`src/rtl/axis_sync_fifo.sv`:
```
// ============================================================================
//  Module      : axis_sync_fifo
//  Description : Single-clock AXI-Stream FIFO carrying TDATA/TKEEP/TLAST.
//                Decouples upstream and downstream backpressure and holds up
//                to DEPTH beats. Define AXIS_FIFO_PACKET_MODE_EN to build the
//                store-and-forward variant, which withholds output until a
//                complete packet is buffered.
//  Revision    : 1.0 - initial release
// ============================================================================
`default_nettype none

module axis_sync_fifo #(
    parameter int DATA_WIDTH = 32,
    parameter int DEPTH      = 16
) (
    input  logic                    ACLK,
    input  logic                    ARESETn,
    input  logic                    s_axis_TVALID,
    output logic                    s_axis_TREADY,
    input  logic [DATA_WIDTH-1:0]   s_axis_TDATA,
    input  logic [DATA_WIDTH/8-1:0] s_axis_TKEEP,
    input  logic                    s_axis_TLAST,
    output logic                    m_axis_TVALID,
    input  logic                    m_axis_TREADY,
    output logic [DATA_WIDTH-1:0]   m_axis_TDATA,
    output logic [DATA_WIDTH/8-1:0] m_axis_TKEEP,
    output logic                    m_axis_TLAST,
    output logic [$clog2(DEPTH):0]  occupancy
);

    localparam int c_addr_w = $clog2(DEPTH);
    localparam int c_occ_w  = c_addr_w + 1;
    localparam int c_keep_w = DATA_WIDTH / 8;
    localparam int c_word_w = DATA_WIDTH + c_keep_w + 1;

    localparam logic [c_addr_w-1:0] c_ptr_one = c_addr_w'(1);
    localparam logic [c_occ_w-1:0]  c_occ_one = c_occ_w'(1);
    localparam logic [c_occ_w-1:0]  c_occ_full = c_occ_w'(DEPTH);

    // Each entry is packed as {TLAST, TKEEP, TDATA}
    logic [c_word_w-1:0] r_mem [DEPTH];
    logic [c_addr_w-1:0] r_wr_ptr;
    logic [c_addr_w-1:0] r_rd_ptr;
    logic [c_occ_w-1:0]  r_occ;

    logic                w_push;
    logic                w_pop;
    logic                w_out_valid;
    logic [c_word_w-1:0] w_head;

    // Ready depends only on registered occupancy, never on m_axis_TREADY,
    // so a pop from full re-opens the input one cycle later.
    assign s_axis_TREADY = ARESETn & (r_occ != c_occ_full);
    assign m_axis_TVALID = ARESETn & w_out_valid;

    assign w_push = s_axis_TVALID & s_axis_TREADY;
    assign w_pop  = m_axis_TVALID & m_axis_TREADY;

    assign w_head        = r_mem[r_rd_ptr];
    assign m_axis_TDATA  = w_head[DATA_WIDTH-1:0];
    assign m_axis_TKEEP  = w_head[DATA_WIDTH +: c_keep_w];
    assign m_axis_TLAST  = w_head[c_word_w-1];
    assign occupancy     = r_occ;

    // Storage write; contents are intentionally not cleared by reset
    always_ff @(posedge ACLK) begin
        if (w_push) begin
            r_mem[r_wr_ptr] <= {s_axis_TLAST, s_axis_TKEEP, s_axis_TDATA};
        end
    end

    // Pointer and occupancy bookkeeping; full/empty come from occupancy
    always_ff @(posedge ACLK) begin
        if (!ARESETn) begin
            r_wr_ptr <= '0;
            r_rd_ptr <= '0;
            r_occ    <= '0;
        end else begin
            if (w_push) begin
                r_wr_ptr <= r_wr_ptr + c_ptr_one;
            end
            if (w_pop) begin
                r_rd_ptr <= r_rd_ptr + c_ptr_one;
            end
            case ({w_push, w_pop})
                2'b10:   r_occ <= r_occ + c_occ_one;
                2'b01:   r_occ <= r_occ - c_occ_one;
                default: r_occ <= r_occ;
            endcase
        end
    end

`ifdef AXIS_FIFO_PACKET_MODE_EN
    localparam logic [0:0] c_st_hold    = 1'b0;
    localparam logic [0:0] c_st_release = 1'b1;

    logic [0:0]         r_state;
    logic [0:0]         w_state_nxt;
    logic [c_occ_w-1:0] r_pkt_cnt;
    logic               w_pkt_valid;
    logic               w_fsm_pop;

    // Count of complete packets (stored TLAST beats) in the buffer
    always_ff @(posedge ACLK) begin
        if (!ARESETn) begin
            r_pkt_cnt <= '0;
        end else begin
            case ({w_push & s_axis_TLAST, w_pop & m_axis_TLAST})
                2'b10:   r_pkt_cnt <= r_pkt_cnt + c_occ_one;
                2'b01:   r_pkt_cnt <= r_pkt_cnt - c_occ_one;
                default: r_pkt_cnt <= r_pkt_cnt;
            endcase
        end
    end

    // Output-release state register
    always_ff @(posedge ACLK) begin
        if (!ARESETn) begin
            r_state <= c_st_hold;
        end else begin
            r_state <= w_state_nxt;
        end
    end

    // HOLD gates output until a whole packet is present, or the buffer is
    // full with no TLAST (oversize packet goes cut-through). RELEASE streams
    // the rest of the packet as data arrives.
    always_comb begin
        w_state_nxt = r_state;
        w_pkt_valid = 1'b0;
        w_fsm_pop   = 1'b0;
        case (r_state)
            c_st_hold: begin
                w_pkt_valid = (r_pkt_cnt != '0) ||
                              ((r_occ == c_occ_full) && (r_pkt_cnt == '0));
                w_fsm_pop   = w_pkt_valid & m_axis_TREADY;
                if (w_fsm_pop && !m_axis_TLAST) begin
                    w_state_nxt = c_st_release;
                end
            end
            default: begin
                w_pkt_valid = (r_occ != '0);
                w_fsm_pop   = w_pkt_valid & m_axis_TREADY;
                if (w_fsm_pop && m_axis_TLAST) begin
                    w_state_nxt = c_st_hold;
                end
            end
        endcase
    end

    assign w_out_valid = w_pkt_valid;
`else
    assign w_out_valid = (r_occ != '0);
`endif

endmodule

`default_nettype wire

```
`config.mk`:
```
export PLATFORM = sky130hd
export DESIGN_NAME = axis_sync_fifo
export DESIGN_NICKNAME = d
export VERILOG_FILES = /design/src/rtl/axis_sync_fifo.sv
export SDC_FILE = /design/constraint.sdc
export NUM_CORES = 1
export LEC_CHECK = 0
export CAP_MARGIN = 25
export CORE_MARGIN = 8
export CORE_UTILIZATION = 50
export CTS_BUF_LIST = sky130_fd_sc_hd__clkbuf_8
export CTS_CLUSTER_SIZE = 8
export DETAILED_ROUTE_END_ITERATION = 8
export PLACE_DENSITY_LB_ADDON = 0.05
export SLEW_MARGIN = 20
export SYNTH_ARGS = -nofsm -noshare
export SYNTH_HDL_FRONTEND = slang
export SYNTH_SLANG_ARGS = --single-unit
```
`constraint.sdc`:
```
create_clock -name ACLK -period 10.1 [get_ports ACLK]
set_input_delay 1.515 -clock ACLK [delete_from_list [all_inputs] [get_ports ACLK]]
set_output_delay 1.515 -clock ACLK [all_outputs]
set_load 0.02 [all_outputs]
```
==> impl_metrics.json, run 1 <==
{
  "outcome": "completed",
  "synth-simple-area-share": 0.0140,
  "worst_pin_slew_ns": 0.989,
  "post_cts_buffers": 0,
  "cp.required_ns": 8.59,
  "stdcell_count": 1782,
  "async_reset_ff_frac": 0,
  "worstHoldPathType": "flip-flop to flip-flop",
  "synth_cells": 948,
  "crit_fanout": 108,
  "io_pins": 85,
  "post-route-period-util": 0.561,
  "path_clk_slew_ns": 0.06,
  "firstDrtPassIters": 7,
  "htreeDepth": 3,
  "start_util": 0.506,
  "drtIter0Drc": 745,
  "synth_top_family_by_area": "multiplexers",
  "min_from": "r_rd_ptr[3]$_SDFFE_PN0P_",
  "synth_enable_flop_cells": 592,
  "cts_made_buffers": 99,
  "ys_ff_latch": 609,
  "fp.coreArea_sq_um": 46600,
  "fill_cells": 3444,
  "dp.cells": 1613,
  "dieHeight_um": 233,
  "worst-endpoint-arrival_ns": 4.15,
  "clock_latency_ns": 0.66,
  "cap_violations": 0,
  "fmax_ghz": 0.177,
  "cts_tree": "yes",
  "via_per_inst": 5.81,
  "synth_largest_area_cell": "edfxtp_1",
  "rr_endpoint": "occupancy[3]$_SDFFE_PN0P_",
  "worstSetupPathType": "flip-flop to output pin",
  "die_w_um": 233,
  "holdPathStages": 1,
  "grt_max_degree": 109,
  "drive_gt1_frac": 0.243,
  "timing.final.crit_period_ns": 5.66,
  "max-vdd-ir-drop_mv": 0.108,
  "p_leak_uw": 0.00839,
  "setup_viol": 0,
  "power-per-cell-area_nw_per_um2": 186,
  "drc": 0,
  "antenna_found_initial": 1,
  "finClkSkew_ns": 0.0282,
  "grt_overflow": 0,
  "r2r_cells": 7,
  "syn_nets": 997,
  "syn_avg_cell_area_sq_um": 24.9,
  "drv_slew": 0,
  "maxSlewHeadroom": 0.339,
  "synth_compound_area_frac": 0.00589,
  "clk_path_buf_depth": 3,
  "post_cts_resize_count": 0,
  "fin_setup_tns_ns": 0,
  "seq_area_frac_synth": 0.768,
  "synth_commonest_cells": "edfxtp_1, mux4_2, mux4_1",
  "synth_flop_cell": "edfxtp_1",
  "synth-adder-area-share": 0.00425,
  "synthesis.area_sq_um": 23600,
  "cts_hold_buf": 0,
  "drt-total-wl_um": 48800,
  "wire_per_inst_um": 27.4,
  "cts_sinks": 609,
  "hold_viol_final": 0,
  "synthDistinctLibCells": 40,
  "synth.most_common_cell": "edfxtp_1",
  "start_kind": "flip-flop",
  "ctsRootBufferMaster": "clkbuf_8",
  "port-buffer-count": 84,
  "r2r_slack_ns": 7.00,
  "rsz0062_at_grt": "false",
  "grt_usage": 0.183,
  "synth_xor_area_frac": 0.00223,
  "grt_first_pass_wirelength_um": 72300,
  "place_hpwl_um": 23400,
  "num_vias": 10400,
  "fin_nets": 1156,
  "synthMuxAreaShare": 0.189,
  "synthToLayoutAreaGrowth_pct": 13.9,
  "die-area_sq_um": 54400,
  "finish.utilization": 0.577,
  "synthDominantCellAreaShare": 0.754,
  "grt_pass1_vias": 11200,
  "synthTopCellsByArea": "edfxtp_1, mux4_2, mux4_1",
  "final_antenna_net_count": 0,
  "r2r-start": "occupancy[1]$_SDFFE_PN0P_",
  "ys_warn_count": 0,
  "cp-end-kind": "output pin",
  "gp_congestion": 0.713,
  "rows": 79
}
==> routing by layer <==
metal	wire length, um	GRT usage	vias up	share of wire
li1	-	-	4476	-
met1	21700	0.253	5611	0.44
met2	24200	0.293	211	0.50
met3	2100	0.0349	61	0.043
met4	813	0.0579	2	0.017
met5	16	0	-	0.00033
==> state kept, by name, summed over array words and instances, names as in the netlist, named ones only <==
signal,count
r_wr_ptr,4
r_rd_ptr,4
r_mem,592
occupancy,5
==> critical path: stages (launching register included) <==
cell,delay (ns)
dfxtp_4,0.87
buf_12,0.69
mux4_1,0.65
mux4_2,0.55
clkdlybuf4s50_1,0.58
==> cell families (layout without fill, tap and decap cells) <==
family,count (synthesis),count (layout)
AOI/OAI and AO/OA,19,19
xor gates and xnor gates,6,6
adders and majority gates,8,8
buffers and inverters,55,281
DFF,609,609
muxes,191,191
other,0,1
and+or+nand+nor,60,60
==> cell usage in the layout (no fill, tap or decap), types with 7 or more instances in the layout <==
cell,instances
ha_1,8
inv_1,42
clkinv_2,7
edfxtp_1,592
nand2_1,16
buf_4,21
clkinv_1,20
mux4_1,60
mux4_2,125
clkdlybuf4s50_1,84
nor2_4,12
dfxtp_1,13
clkbuf_8,103
==> per-stage QoR <==
step	area [sq um]	power (uW)	hold WS, ns	setup slack, ns
2_1_floorplan	23600	3070	0.433	5.05
6_report	26800	4990	0.442	4.44
3_3_place_gp	25100	3180	0.436	5.01
4_1_cts	26800	5060	0.449	4.29
3_5_place_dp	25100	3180	0.441	4.99
5_1_grt	26800	5180	0.464	4.20
==> how the worst max path moves through the flow <==
stage / start / end / slack [ns] / cells after the start
after floorplan: ARESETn / r_mem[3][0]$_DFFE_PP_ / 5.05 / 3
after global placement: flip-flop / m_axis_TDATA[20] / 5.01 / 4
after detailed placement: ARESETn / r_mem[6][17]$_DFFE_PP_ / 4.99 / 6
after CTS: flip-flop / m_axis_TDATA[21] / 4.29 / 4
after global routing: flip-flop / m_axis_TDATA[21] / 4.20 / 4
final: flip-flop / m_axis_TDATA[19] / 4.44 / 4
==> area by class of cell <==
cell class	instances	area, sq um	share of cell area
Sequential cell	609	18100	0.675
Multi-Input combinational cell	284	5180	0.193
Clock buffer	103	1420	0.0528
Timing Repair Buffer	107	1050	0.0390
Tap cell	607	759	0.0283
Clock inverter	65	283	0.0105
Inverter	6	22.5	0.000839
Antenna cell	1	2.50	0.0000932
==> power breakdown <==
part	total (uW)	internal, uW	switching (uW)
combinational	310	161	150
clock	1870	956	911
sequential	2810	2790	20.6
total	4990	3910	1080
(Power assumes the default switching activity.)
==> run 2, diff against run 1 <==
==> constraint.sdc (replaced) <==
create_clock -name ACLK -period 4.6 [get_ports ACLK]
set_input_delay 0.69 -clock ACLK [delete_from_list [all_inputs] [get_ports ACLK]]
set_output_delay 0.69 -clock ACLK [all_outputs]
set_load 0.02 [all_outputs]
==> impl_metrics.json, run 2 (same netlist as run 1, synthesis figures left out) <==
{
  "crit_family": "multiplexers",
  "fin_setup_tns_ns": 0,
  "finClkSkew_ns": 0.0348,
  "p_leak_uw": 0.00847,
  "drc": 0,
  "total_power_uw": 11000,
  "die-area_sq_um": 54400,
  "cp_slowest_stage_delay_ns": 0.60,
  "grt_overflow": 0,
  "cap_violations": 0,
  "rows": 79,
  "holdPathStages": 1,
  "fp.coreArea_sq_um": 46600,
  "final_antenna_net_count": 0,
  "hold_viol_final": 0,
  "power-per-cell-area_nw_per_um2": 405,
  "maxSlewHeadroom": 0.399,
  "largest_reg_flops": 592,
  "r2r_cells": 7,
  "post-route-period-util": 0.882,
  "synthToLayoutAreaGrowth_pct": 14.7,
  "cp-end-kind": "output pin",
  "layout_commonest_cell": "edfxtp_1",
  "mostFrequentLayoutCells": "edfxtp_1, mux4_2, clkbuf_8",
  "cts_hold_buf": 0,
  "drtIter0Drc": 749,
  "min_from": "r_rd_ptr[3]$_SDFFE_PN0P_",
  "ctsRootBufferMaster": "clkbuf_8",
  "path_buf_inv": 2,
  "rsz0062_at_grt": "false",
  "grt_usage": 0.184,
  "die_w_um": 233,
  "clock_latency_ns": 0.69,
  "largest-register": "r_mem",
  "cp.required_ns": 3.91,
  "start_util": 0.506,
  "wire_per_inst_um": 27.5,
  "fin_nets": 1169,
  "slowest_stage": "mux4_1",
  "crit_fanout": 50,
  "port-buffer-count": 84,
  "post_cts_resize_count": 0,
  "num_vias": 10400,
  "grt_first_pass_wirelength_um": 72600,
  "post-route-cell-area_sq_um": 27000,
  "fill_cells": 3396,
  "worst-endpoint-arrival_ns": 3.37,
  "path_clk_slew_ns": 0.05,
  "firstDrtPassIters": 5,
  "antenna_found_initial": 2,
  "outcome": "completed",
  "cts_tree": "yes",
  "start_kind": "flip-flop",
  "cts_made_buffers": 97,
  "dieHeight_um": 233,
  "post_cts_buffers": 0,
  "setup_viol": 0,
  "place_hpwl_um": 25400,
  "htreeDepth": 3,
  "r2r-start": "occupancy[1]$_SDFFE_PN0P_",
  "worstSetupPathType": "flip-flop to output pin",
  "finish.utilization": 0.581,
  "gp_congestion": 0.747,
  "timing.final.crit_period_ns": 4.06,
  "grt_pass1_vias": 11200,
  "rr_endpoint": "occupancy[3]$_SDFFE_PN0P_",
  "grt_max_degree": 51,
  "drt-total-wl_um": 49300,
  "max-vdd-ir-drop_mv": 0.235,
  "worst_pin_slew_ns": 0.902,
  "place_area_sq_um": 25300,
  "r2r_slack_ns": 1.51,
  "crit_chain": "buf_12 -> mux4_1 -> mux4_2 -> clkdlybuf4s50_1",
  "diodes": 0,
  "cts_sinks": 609,
  "worstHoldPathType": "flip-flop to flip-flop",
  "clk_path_buf_depth": 3,
  "fmax_ghz": 0.246,
  "drive_gt1_frac": 0.253,
  "io_pins": 85,
  "via_per_inst": 5.80,
  "drv_slew": 0
}
-- run 2: cell types whose count changed in the layout (fill, tap and decap cells not counted), moves of 2 or more --
cell,before,now
clkinv_2,7,5
buf_4,21,28
buf_12,1,10
clkbuf_8,103,99
clkinvlp_4,1,3
clkinv_8,0,2
inv_8,0,2
-- run 2: where the power goes --
part	switching, uW	total [uW]	internal [uW]	leakage [uW]
Clock	2040	4100	2050	0.000990
Combinational	345	707	362	0.00201
Sequential	30.8	6160	6130	0.00547
Total	2420	11000	8540	0.00847
-- run 2: worst max path at each step --
stage                   start                         to  cells past startpoint
floorplan             ARESETn      r_mem[3][0]$_DFFE_PP_                      3
global placement      ARESETn  occupancy[3]$_SDFFE_PN0P_                      8
detailed placement    ARESETn  occupancy[3]$_SDFFE_PN0P_                      8
CTS                 flip-flop           m_axis_TDATA[20]                      4
global route        flip-flop           m_axis_TDATA[20]                      4
finish              flip-flop           m_axis_TDATA[20]                      4
-- run 2: cell type report --
class                           instances  area (sq um)  share of cell area
Clock buffer                           99          1360              0.0504
Sequential cell                       609         18100               0.670
Timing Repair Buffer                  122          1250              0.0463
Multi-Input combinational cell        284          5180               0.192
Inverter                                6          22.5            0.000833
Clock inverter                         68           339              0.0125
Tap cell                              607           759              0.0281
-- run 2: per-stage QoR --
stage | std cells | hold slack (ns) | worst slack [ns]
global route | 1795 | 0.488 | 0.367
detailed placement | 1628 | 0.456 | 1.14
finish | 1795 | 0.461 | 0.543
global placement | 1628 | 0.447 | 1.19
CTS | 1795 | 0.464 | 0.419
floorplan | 948 | 0.433 | 0.377
-- run 2: routing by layer --
layer	GRT usage	part of all wire	up-vias
li1	-	-	4494
met2	0.303	0.50	255
met1	0.247	0.43	5573
met4	0.0534	0.019	4
met3	0.0399	0.048	85
met5	0	0.00053	-
